===== src/rtl/serial_arith_pkg.sv =====
// Shared types and helpers for the bit-serial arithmetic blocks.
package serial_arith_pkg;

  typedef enum logic [1:0] {
    IDLE = 2'd0,
    RUN  = 2'd1,
    DONE = 2'd2
  } state_t;

  function automatic int clog2(input int value);
    int r;
    r = 0;
    while ((1 << r) < value) r++;
    return r;
  endfunction

endpackage


===== src/rtl/full_adder_1bit.sv =====
// Single-bit full adder cell; addition twin of the 1-bit subtractor cell.
module full_adder_1bit (
  input  logic a,
  input  logic b,
  input  logic cin,
  output logic s,
  output logic cout
);

  assign s    = a ^ b ^ cin;
  assign cout = (a & b) | (a & cin) | (b & cin);

endmodule


===== src/rtl/serial_adder4.sv =====
// Bit-serial handshake adder, LSB first, result {carry, sum} in S.
// Optional subtract mode via macro SERIAL_ADDER_SUB_EN (adds port sub).
module serial_adder4
  import serial_arith_pkg::*;
#(
  parameter int WIDTH = 4
) (
  input  logic             clk,
  input  logic             rst_n,
  input  logic             start,
`ifdef SERIAL_ADDER_SUB_EN
  input  logic             sub,
`endif
  input  logic [WIDTH-1:0] X,
  input  logic [WIDTH-1:0] Y,
  output logic             busy,
  output logic             done,
  output logic [WIDTH:0]   S
);

  localparam int CNT_W = (clog2(WIDTH) < 1) ? 1 : clog2(WIDTH);

  state_t           state_q, state_d;
  logic [WIDTH-1:0] xa_q, xa_d;
  logic [WIDTH-1:0] yb_q, yb_d;
  logic [WIDTH-1:0] sum_q, sum_d;
  logic [WIDTH:0]   s_q, s_d;
  logic [CNT_W-1:0] cnt_q, cnt_d;
  logic             carry_q, carry_d;
  logic             busy_q, busy_d;
  logic             done_q, done_d;
  logic             sub_q, sub_d;
  logic             sub_in;
  logic             fa_s, fa_c;
  logic             carry_out;
  logic [WIDTH-1:0] sum_shift;

`ifdef SERIAL_ADDER_SUB_EN
  assign sub_in    = sub;
  // Subtraction runs as X + ~Y + 1; the reported borrow is the inverted carry.
  assign carry_out = sub_q ? ~fa_c : fa_c;
`else
  assign sub_in    = 1'b0;
  assign carry_out = fa_c;
`endif

  full_adder_1bit u_fa (
    .a   (xa_q[0]),
    .b   (yb_q[0]),
    .cin (carry_q),
    .s   (fa_s),
    .cout(fa_c)
  );

  generate
    if (WIDTH == 1) begin : g_sum_w1
      assign sum_shift = fa_s;
    end else begin : g_sum_wn
      assign sum_shift = {fa_s, sum_q[WIDTH-1:1]};
    end
  endgenerate

  always_comb begin
    state_d = state_q;
    xa_d    = xa_q;
    yb_d    = yb_q;
    sum_d   = sum_q;
    s_d     = s_q;
    cnt_d   = cnt_q;
    carry_d = carry_q;
    sub_d   = sub_q;
    case (state_q)
      IDLE, DONE: begin
        if (start) begin
          xa_d    = X;
          yb_d    = sub_in ? ~Y : Y;
          sub_d   = sub_in;
          carry_d = sub_in;
          cnt_d   = '0;
          state_d = RUN;
        end else begin
          state_d = IDLE;
        end
      end
      RUN: begin
        xa_d    = xa_q >> 1;
        yb_d    = yb_q >> 1;
        sum_d   = sum_shift;
        carry_d = fa_c;
        cnt_d   = cnt_q + CNT_W'(1);
        if (cnt_q == CNT_W'(WIDTH - 1)) begin
          s_d     = {carry_out, sum_shift};
          state_d = DONE;
        end
      end
      default: state_d = IDLE;
    endcase
    busy_d = (state_d == RUN);
    done_d = (state_d == DONE);
  end

  always_ff @(posedge clk or negedge rst_n) begin
    if (!rst_n) begin
      state_q <= IDLE;
      xa_q    <= '0;
      yb_q    <= '0;
      sum_q   <= '0;
      s_q     <= '0;
      cnt_q   <= '0;
      carry_q <= 1'b0;
      sub_q   <= 1'b0;
      busy_q  <= 1'b0;
      done_q  <= 1'b0;
    end else begin
      state_q <= state_d;
      xa_q    <= xa_d;
      yb_q    <= yb_d;
      sum_q   <= sum_d;
      s_q     <= s_d;
      cnt_q   <= cnt_d;
      carry_q <= carry_d;
      sub_q   <= sub_d;
      busy_q  <= busy_d;
      done_q  <= done_d;
    end
  end

  assign busy = busy_q;
  assign done = done_q;
  assign S    = s_q;

endmodule


===== config.mk =====
export PLATFORM = sky130hd
export DESIGN_NAME = serial_adder4
export DESIGN_NICKNAME = d
export VERILOG_FILES = /design/src/rtl/serial_arith_pkg.sv /design/src/rtl/full_adder_1bit.sv /design/src/rtl/serial_adder4.sv
export SDC_FILE = /design/constraint.sdc
export NUM_CORES = 1
export LEC_CHECK = 0
export CORE_ASPECT_RATIO = 0.75
export CORE_UTILIZATION = 40
export DETAILED_ROUTE_END_ITERATION = 10
export SETUP_SLACK_MARGIN = 0.1
export SLEW_MARGIN = 5
export SYNTH_ARGS = -nofsm -noshare
export SYNTH_HDL_FRONTEND = slang
export SYNTH_SLANG_ARGS = --single-unit

===== constraint.sdc =====
create_clock -name clk -period 2.6 [get_ports clk]
set_clock_uncertainty 0.05 [all_clocks]
set_input_delay 0.78 -clock clk [delete_from_list [all_inputs] [get_ports clk]]
set_output_delay 0.78 -clock clk [all_outputs]
set_load 0.005 [all_outputs]

; ---- Yosys cells after proc, flatten, opt, wreduce, memory -nomap -nowiden
; Index checks and enable logic that the tools add are counted.
[op_classes]
n_addsub = 1
eq_ne = 6
n_mux = 11
bitwise = 7
reduce_logical = 5
[op_table]
columns = operator, n
row1 = 4-bit case mux with 2 select lines, 2
row2 = 4-bit two-way mux, 2
row3 = 2-bit case mux with 2 select lines, 2
row4 = 2-bit equality test (second input constant), 3
row5 = 2-bit by 1-bit equality test with 1-bit output (second input constant), 2
row6 = 2-bit two-way mux, 2
row7 = 2-bit AND reduction, 2
row8 = 1-bit bitwise AND, 3
row9 = 2-bit by 1-bit adder with 2-bit output (second input constant), 1
row10 = 2-bit logical NOT, 1
row11 = 1-bit two-way mux, 2
row12 = 2-bit != test (second input constant), 1
row13 = 1-bit OR, 2
row14 = 1-bit case mux with 2 select lines, 1
row15 = 2-bit nonzero test, 1
row16 = 2-bit OR reduction, 1
row17 = 1-bit bitwise XOR, 2
[word_totals]
reg_bits = 24
inputBits = 11
output_inout_bits = 7
elab_cells = 39

; ---- Depth between registers and ports, before layout
[logic_depth]
ltp_word = 4
mapped_depth = 4
ltp_nobuf = 3

; ---- Modules after synthesis
; A second synthesis with hierarchy kept.
[unflattened]
hier_cells = 75
area_unflattened_um2 = 1078.5
[modules_own_cells]
columns = mod, instances, cells_per_inst, area_each_um2, seq_area_each_um2
row1 = serial_adder4, 1, 74, 1058.5, 575.6
row2 = full_adder_1bit, 1, 1, 20.0, 0.0

; ---- Worst setup path before layout
; OpenSTA, ideal clock, no wires.
[synth_timing]
path_kind = in2reg
startpoint = input start
endpoint = register xa_q[0]
setup_ps = 128
arrival_ps = 1258
slack_ps = 1164
path_stages = 3
n_path_buf = 1
cell_sequence = buf_2 -> mux2i_1 -> mux2i_1
[synth_via]
elab_chain_cells = 2
[synth_rtl]
columns = item, line
row1 = "start, declared", serial_adder4.sv:10  ; input logic start,
row2 = 2-bit != test (no source line), -
row3 = 2-bit AND reduction (no source line), -
row4 = "end signal, assigned", serial_adder4.sv:105  ; xa_q <= '0;
row5 = "end signal, assigned", serial_adder4.sv:116  ; xa_q <= xa_d;
row6 = "end, declared", serial_adder4.sv:24  ; logic [WIDTH-1:0] xa_q, xa_d;
; Every way passes these cells.
; A chain may end at the register's enable or synchronous reset.

; ---- Final worst setup path
[layout_timing]
startpoint = register s_q[3] (netlist: S[3])
endpoint = output S[3]
[layout_rtl]
columns = item, line
row1 = "start, declared", serial_adder4.sv:27  ; logic [WIDTH:0] s_q, s_d;
row2 = "start signal, assigned", serial_adder4.sv:108  ; s_q <= '0;
row3 = "start signal, assigned", serial_adder4.sv:119  ; s_q <= s_d;
row4 = "end, declared", serial_adder4.sv:18  ; output logic [WIDTH:0] S
; No word-level cell between the ends.

==> results.cfg <==
[status]
status = finished clean

[clocking]
clock-sinks = 23
cts_buffers = 3
cts_tree = done
cts_hold_buf = 0
cts.clk_slew.worst_paths_ns = 0.12
root_buffer = clkbuf_4
clk_path_buf_depth = 2
ctsResizeCount = 0
htree_num_levels = 1
clk-insertion-delay-late_ns = 0.31
postCtsSetupRepairBufs = 0

[timing]
finalSetupViolations = 0
fmax_mhz = 499
hold_viol = 0
finalCritPeriodShare_pct = 77.1
setup_tns_ns = 0
slew_viol_final = 0
period_needed_ns = 2.01
relSlewSlack_pct = 57.5
rsz0062_at_grt = no
worstMarginPinSlew_ns = 0.638

[power]
power_w = 0.00138
ir_drop_uv = 517
powerDensity_mw_per_mm2 = 1070
leakagePower_nw = 0.612

[die]
initial_core_util_pct = 44.2
die_area_mm2 = 0.00289
core_area_mm2 = 0.00242
io_pins = 18
fp.dieH_um = 46.8
rows = 15
fp.dieW_um = 61.8

[synthesis]
yosys_warnings = 0
ys_top_cells_by_count = dfrtp_1 (23), mux2i_1 (20), mux2_2 (12), a22o_1 (3)
yosys.area.top_type = dfrtp_1
synth-seq-cells = 23
syn_area_per_cell_um2 = 14.3
yosys-top-cells-area = dfrtp_1 (54%), mux2i_1 (19%), mux2_2 (13%)
synth_cell_types = 16
yosysSeqAreaShare_pct = 53.7
synth_cells = 75
yosysMostFrequentCell = dfrtp_1
synth_flop_cell = dfrtp_1
synth_edf_count = 0
async_flop_share_pct = 100
syn_nets = 88
netlist_area_mm2 = 0.00107
yosysTopAreaCellShare_pct = 53.7

[setup_path]
path_buf_inv = 1
cp.required_ns = 1.77
critPathMaxStageDelay_ns = 0.50
startpoint_type = register
crit_path_max_fanout = 2
path_cells = clkdlybuf4s50_1
path_class = reg2out
cp-end-kind = primary output
worstPathArrival_ns = 1.18
crit_family = buffers and inverters
critPathSlowestCell = clkdlybuf4s50_1

[grt]
grt_max_degree = 24
antenna_found_initial = 0
grt_first_pass_wirelength_um = 2940
grt_pass1_vias = 630
grt_use_total_pct = 15.2
grt_overflow_total = 0

[route]
ant_nets = 0
wl_um = 1730
drcViolationCount = 0
wl_met1_um = 879
vias_per_cell = 4.93
vias = 631
wl_per_cell_um = 13.5
wl_met2_um = 743
dr.pass1.iters = 2
wl_met3_um = 82
highest_layer = met4
drt_iter0_drc = 29

[final_layout]
area_growth_pct = 21.1
drive_gt1_share_pct = 21.3
layout.nets = 108
diodes = 0
post-route-util_pct = 53.6
final_area_mm2 = 0.00130

[placement]
place_congestion = 0.633
placed_cell_area_mm2 = 0.00127
dp_hpwl_um = 1200
io_buffers = 17

[min_path]
hp-class = reg2reg

[run]
cap_violations = 0
-- worst register-to-register path: cells and delay by family (launching register included) --
family | cells | cell delay, ns
mux | 1 | 0.35
flops | 1 | 0.77
simple gates | 1 | 0.32
-- worst paths after layout --
path / endpoint / cells past startpoint / startpoint / slack, ns
worst min register to register: sum_q[1]$_DFFE_PN0P_ / 1 / sum_q[1]$_DFFE_PN0P_ / 0.47
worst max-delay path: S[3] / 1 / S[3]$_DFFE_PN0P_ / 0.59
worst max register to register: S[3]$_DFFE_PN0P_ / 2 / state_q[1]$_DFF_PN0_ / 1.01
min in group asynchronous: busy$_DFF_PN0_ / 2 / rst_n / 0.75
worst min-delay path: sum_q[1]$_DFFE_PN0P_ / 1 / sum_q[1]$_DFFE_PN0P_ / 0.47
max in group asynchronous: sum_q[2]$_DFFE_PN0P_ / 2 / rst_n / 1.53
-- through the flow --
stage               std cells  hold WS, ns  worst slack [ns]
floorplan                  75        0.427              1.16
global placement          124        0.438             0.384
detailed placement        124        0.444             0.367
CTS                       128        0.474             0.571
global route              128        0.494             0.510
finish                    128        0.468             0.595
-- layout by cell type, fill, tap and decap left out, drive strengths merged --
cell type / n
xnor2: 1
a22o: 3
clkinv: 1
clkdlybuf4s50: 17
mux2i: 20
ha: 1
clkbuf: 3
nor2b: 1
nor2: 2
fa: 1
inv: 2
dfrtp: 23
mux2: 12
o21ai: 2
buf: 2
nand3: 2
nand3b: 1
-- cells by family (layout without fill, tap and decap cells) --
kind of cell / after synthesis / in the layout / synth area share [%]
DFF: 23 / 23 / 53.7
buffers and inverters: 6 / 25 / 3.39
adders and majority gates: 2 / 2 / 3.04
muxes: 32 / 32 / 31.3
xor gates and xnor gates: 1 / 1 / 0.818
AOI/OAI and AO/OA: 5 / 5 / 3.39
and+or+nand+nor: 6 / 6 / 4.32
-- power by group --
part	total, W	switching [W]	internal, W
logic	0.000577	0.000205	0.000372
registers	0.000645	0.000130	0.000515
clock network	0.000162	0.000104	0.0000575
-- routing by layer --
metal  up-vias  track usage, %
li1        312               -
met1       302            20.4
met2        13            22.2
met3         4            5.79
met4         0            6.67
met5         -               0
-- sequential cells by signal (all words and copies together), names as in the netlist --
signal   flops
carry_q      1
sum_q        3
done         1
cnt_q        2
S            5
busy         1
xa_q         4
state_q      2
yb_q         4
-- area by class of cell --
class,count,area (um^2)
multi-input cells,46,459
inverters,2,7.51
clock buffers,3,22.5
flip-flops and latches,23,576
well taps,34,42.5
fillers,209,1120
repair buffers,19,185
clock inverters,1,5.00
Power figures use the tool's default switching activity.
